===== config.mk =====
export PLATFORM = sky130hd
export DESIGN_NAME = dense_out_layer
export DESIGN_NICKNAME = d
export VERILOG_FILES = /design/src/rtl/ml_pkg.sv /design/src/rtl/mac_lane.sv /design/src/rtl/dense_out_layer.sv
export SDC_FILE = /design/constraint.sdc
export NUM_CORES = 2
export LEC_CHECK = 0
export CORE_AREA = 3 3 419 255
export DETAILED_ROUTE_END_ITERATION = 6
export DIE_AREA = 0 0 422 258
export PLACE_DENSITY = 0.75
export SKIP_CTS_REPAIR_TIMING = 1
export SKIP_LAST_GASP = 1
export SYNTH_ARGS = -nofsm -noshare
export SYNTH_HDL_FRONTEND = slang
export SYNTH_SLANG_ARGS = --single-unit

===== constraint.sdc =====
create_clock -name clk -period 13.1 [get_ports clk]
set_input_delay 2.62 -clock clk [delete_from_list [all_inputs] [get_ports clk]]
set_output_delay 2.62 -clock clk [all_outputs]
set_load 0.005 [all_outputs]

===== src/rtl/ml_pkg.sv =====
// Shared types and helpers for the ML classifier datapath (dense layer, argmax).
package ml_pkg;

    localparam int FEAT_W  = 8;
    localparam int WGT_W   = 8;
    localparam int SCORE_W = 32;

    typedef enum logic [1:0] {
        ACC,
        DRAIN,
        OUT
    } state_t;

    function automatic logic [SCORE_W-1:0] relu(input logic signed [SCORE_W-1:0] x);
        return x[SCORE_W-1] ? '0 : x;
    endfunction

endpackage


===== src/rtl/mac_lane.sv =====
// One signed multiply-accumulate lane; load selects bias as the base instead of the running sum.
module mac_lane
    import ml_pkg::*;
(
    input  logic                      clk,
    input  logic                      rst,
    input  logic                      en,
    input  logic                      load,
    input  logic signed [FEAT_W-1:0]  feat,
    input  logic signed [WGT_W-1:0]   wgt,
    input  logic signed [SCORE_W-1:0] bias,
    output logic signed [SCORE_W-1:0] acc
);

    logic signed [FEAT_W+WGT_W-1:0] prod;
    logic signed [SCORE_W-1:0]      base;

    // Size casts keep signedness, so both operands are sign-extended before the multiply.
    assign prod = (FEAT_W+WGT_W)'(feat) * (FEAT_W+WGT_W)'(wgt);
    assign base = load ? bias : acc;

    // NOTE: sequential state uses non-blocking assignment so every lane samples pre-edge values.
    always_ff @(posedge clk) begin
        if (rst)
            acc <= '0;
        else if (en)
            acc <= base + SCORE_W'(prod);
    end

endmodule


===== src/rtl/dense_out_layer.sv =====
// Final dense layer: streams features against weight rows, adds bias, applies ReLU, emits class scores.
module dense_out_layer
    import ml_pkg::*;
#(
    parameter int N_IN  = 16,
    parameter int N_OUT = 8
) (
    input  logic                        clk,
    input  logic                        rst,
    input  logic                        in_valid,
    output logic                        in_ready,
    input  logic signed [FEAT_W-1:0]    in_data,
    input  logic                        in_last,
    output logic [$clog2(N_IN)-1:0]     w_addr,
    input  logic [WGT_W*N_OUT-1:0]      w_data,
    input  logic signed [SCORE_W-1:0]   bias [0:N_OUT-1],
    output logic                        out_valid,
    input  logic                        out_ready,
    output logic [SCORE_W-1:0]          out_scores [0:N_OUT-1],
    output logic                        err_len
);

    localparam int              AW   = $clog2(N_IN);
    localparam logic [AW-1:0]   LAST = AW'(N_IN - 1);

    state_t                    state;
    logic [AW-1:0]             cnt;
    logic signed [FEAT_W-1:0]  feat_q;
    logic                      mac_en;
    logic                      first_q;
    logic                      accept;
    logic signed [SCORE_W-1:0] acc [0:N_OUT-1];

    assign accept = in_valid & in_ready;
    assign w_addr = cnt;

    // Stage 1 registers the feature; its weight row lands on w_data the next cycle for stage 2.
    always_ff @(posedge clk) begin
        if (rst) begin
            state     <= ACC;
            cnt       <= '0;
            in_ready  <= 1'b1;
            out_valid <= 1'b0;
            feat_q    <= '0;
            mac_en    <= 1'b0;
            first_q   <= 1'b0;
            err_len   <= 1'b0;
        end else begin
            mac_en <= 1'b0;
            case (state)
                ACC: begin
                    if (accept) begin
                        feat_q  <= in_data;
                        mac_en  <= 1'b1;
                        first_q <= (cnt == '0);
                        if (in_last != (cnt == LAST))
                            err_len <= 1'b1;
                        if (cnt == LAST) begin
                            cnt      <= '0;
                            state    <= DRAIN;
                            in_ready <= 1'b0;
                        end else begin
                            cnt <= cnt + 1'b1;
                        end
                    end
                end
                DRAIN: begin
                    state     <= OUT;
                    out_valid <= 1'b1;
                end
                OUT: begin
                    if (out_ready) begin
                        state     <= ACC;
                        out_valid <= 1'b0;
                        in_ready  <= 1'b1;
                    end
                end
                default: begin
                    state     <= ACC;
                    in_ready  <= 1'b1;
                    out_valid <= 1'b0;
                end
            endcase
        end
    end

    for (genvar k = 0; k < N_OUT; k++) begin : g_lane
        mac_lane u_lane (
            .clk  (clk),
            .rst  (rst),
            .en   (mac_en),
            .load (first_q),
            .feat (feat_q),
            .wgt  (w_data[WGT_W*k +: WGT_W]),
            .bias (bias[k]),
            .acc  (acc[k])
        );
    end

    // NOTE: every element is assigned on every pass, so this stays a pure mux with no latch.
    always_comb begin
        for (int k = 0; k < N_OUT; k++)
            out_scores[k] = out_valid ? relu(acc[k]) : '0;
    end

endmodule


==> results_dict.tcl <==
set metrics [dict create \
    grt_max_degree 93 \
    design.portCount 596 \
    final-seq-area_mm2 0.005540 \
    n_fill_cell 8436 \
    ys_types 91 \
    ff2ff_path_depth 19 \
    grt_overflow 0 \
    arrival_ps 9190 \
    remaining_drc_errors 0 \
    hold_violations 0 \
    post-route-min-period_ps 8742 \
    vias_per_cell 5.483 \
    crit_path_max_fanout 10 \
    yosysTopAreaCellShare 0.3846 \
    port_buffers 587 \
    powerDensity_mw_per_mm2 191.9 \
    timing.setup.tns_ps 0 \
    synthTopCellsByCount "1088 x fa_1, 985 x inv_1, 562 x ha_1, 517 x and2_1, 381 x mux2i_1" \
    track_usage 0.2983 \
    multi_input_area_mm2 0.04667 \
    whs_ps 470.9 \
    globalplace.congestion 0.9786 \
    clk_latency_ps 600 \
    ant_nets 0 \
    start_util 0.5508 \
    placed_area_mm2 0.06387 \
    cp-end-kind "flop" \
    finalPower_mw 12.53 \
    ys_top_cells_by_area "fa_1 38%, ha_1 12%, dfxtp_1 9.7%, mux2i_1 6.7%, inv_1 6.5%" \
    coreArea_mm2 0.1028 \
    antenna_found_initial 29 \
    critPathRequiredTime_ps 13550 \
    worstMarginPinSlew_ps 1248 \
    fin_nets 8317 \
    critical_path.startpoint "w_data[2]" \
    fp-row-count 91 \
    maxSlewHeadroom 0.1645 \
    maxCapViolCount 0 \
    crit_chain "clkdlybuf4s50_1 -> nand2_1 -> fa_1 -> fa_1 -> inv_1 -> fa_1 -> fa_1 -> ha_1 -> ha_1 -> a21o_1 -> a211o_1 -> o211ai_1 -> nand2b_1 -> a21o_1 -> a31oi_1 -> o2111ai_1 -> xnor2_1 -> o21ai_0" \
    areaGrowthSynthToFinish_pct 15.29 \
    r2r_slack_ps 5290 \
    async_flop_share 0 \
    die-area_mm2 0.1089 \
    cts.sinks 275 \
    hold_class "reg -> reg" \
    place_hpwl_um 128600 \
    ys_seq_elements 275 \
    drtPass1Iterations 6 \
    critPathLaunchType "input port" \
    cts_tree "done" \
    drt_iter0_drc 2743 \
    power.leakage_nw 31.92 \
    grt_pass1_wl_um 256900 \
    ir_worst_vdd_mv 0.1537 \
    dr_total_vias 42660 \
    synth_top_area_cell "fa_1" \
    crit_end "g_lane[0].u_lane.acc[28]" \
    cts_root_buf "clkbuf_16" \
    criticalPathCategory "in -> reg" \
    setup_viol 0 \
    grt_pass1_vias 45005 \
    post-route-util 0.6349 \
    reg2reg_from "first_q" \
    syn-cell-area_mm2 0.05663 \
    cpMaxStageDelayCell "fa_1" \
    wl_um 159100 \
    finClkSkew_ps 37.62 \
    r2r-end "g_lane[0].u_lane.acc[23]" \
    max_stage_delay_ps 950 \
    cp_num_buf_inv 2 \
    die_w_um 422 \
    syn_avg_cell_area_um2 9.653 \
    detail_route.wl_per_cell_um 20.45 \
    final_layout_size_suffix_gt1_frac 0.02689 \
    synth_cells 5866 \
    clkSlewWorstSetupHoldPaths_ps 70 \
    ys.flop_type "dfxtp_1" \
    ys_warn_count 0 \
    finalMaxSlewViolations 0 \
    cts_made_buffers 37 \
    rsz0062_at_grt "false" \
    path_depth 18 \
    fin_crit_sh 0.6673 \
    cts.path.max_buffers 3 \
    synth-edff-count 0 \
    fp.dieH_um 258 \
    yosysMostFrequentCell "fa_1" \
    htree_levels 2 \
    critPathTopFamily "adder cells" \
    fmax_mhz 114.4 \
    yosysSeqAreaShare 0.09722 \
    fin_area_mm2 0.06528 \
    path_common_cell "fa_1" \
    status "completed" \
]
## sequential cells by signal, indices dropped and copies added, names as in the netlist
signal	cells
in_ready	1
feat_q	8
err_len	1
out_valid	1
g_lane.u_lane.acc	256
state	2
mac_en	1
w_addr	4
first_q	1
## routing by layer
metal	part of all wire	vias up	GRT usage	routed length [µm]
li1	-	19578	-	-
met1	0.45	21388	0.4330	70980
met2	0.45	1437	0.4551	71020
met3	0.071	253	0.04919	11330
met4	0.036	4	0.1011	5795
met5	0.00013	-	0	20
## worst reg2reg max path, stage by stage (launching register included)
cell      delay (ps)
dfxtp_4          880
buf_4            880
buf_4            620
mux2i_1          420
fa_1             520
fa_1             540
inv_1             60
fa_1             550
fa_1             410
ha_1             320
ha_1             340
nand2_1           90
a21oi_1           70
a221oi_1         510
a21oi_1          160
a21oi_1          430
o21bai_1         220
a311oi_1         370
xor2_1           210
o21ai_0          100
## area by class of cell
cell class                 instances  area share
clock inverter                    17    0.004312
clock buffer                      48     0.01639
multi-input combinational       4402      0.7150
timing repair buffer             625     0.09462
inverter                         993     0.05710
tap                             1395     0.02674
sequential                       275     0.08487
antenna                           26   0.0009966
## cell usage in the layout, fill, tap and decap left out, types with 19 or more instances in the layout
cell type	Yosys	routed
fa_1	1088	1088
inv_1	985	984
clkdlybuf4s50_1	0	586
ha_1	562	562
and2_1	517	517
mux2i_1	381	381
nand2_1	362	362
nor2_1	311	310
dfxtp_1	275	265
a21oi_1	178	178
xnor2_1	167	167
o21ai_0	142	142
a21o_1	81	81
xor2_1	69	69
nand2b_1	57	56
nand3_1	48	48
clkbuf_16	0	39
a211oi_1	37	37
buf_4	8	37
nor2b_1	40	31
o21bai_1	29	29
a31oi_1	27	27
diode_2	0	26
o21a_1	26	26
nor3_1	22	22
nand4_1	19	19
and3_1	19	19
## power by group
part           switching (mW)  internal (mW)
Combinational            5.69           4.30
Clock                   0.478          0.715
Sequential              0.247           1.10
Total                    6.41           6.12
## metrics by stage
step                setup slack (ps)  instances
floorplan                       4873       5873
global placement                4049       7690
detailed placement              3867       7690
CTS                             4486       7755
global route                    4068       7777
finish                          4358       7781
## logic make-up (layout without fill, tap and decap cells)
kind of cell | Yosys count | after routing | synth area share
fa+ha+maj | 1650 | 1650 | 0.5088
simple gates | 1444 | 1444 | 0.1294
buf+inv | 1196 | 1683 | 0.07992
compound gates | 666 | 666 | 0.07736
mux | 398 | 398 | 0.07073
flops | 275 | 275 | 0.09722
xor+xnor | 236 | 236 | 0.03650
other cells | 1 | 34 | 0.00006622
## worst min-delay path by stage
stage	slack, ps	cells after the start	startpoint	to
2_1_floorplan	440	2	g_lane[4].u_lane.acc[26]	g_lane[4].u_lane.acc[26]
3_3_place_gp	450	2	err_len	err_len
6_report	470	2	g_lane[7].u_lane.acc[30]	g_lane[7].u_lane.acc[30]
4_1_cts	470	2	g_lane[7].u_lane.acc[30]	g_lane[7].u_lane.acc[30]
5_1_grt	490	1	out_valid	out_valid
3_5_place_dp	460	2	g_lane[7].u_lane.acc[30]	g_lane[7].u_lane.acc[30]
No activity file was read; power rests on OpenSTA's default activity.
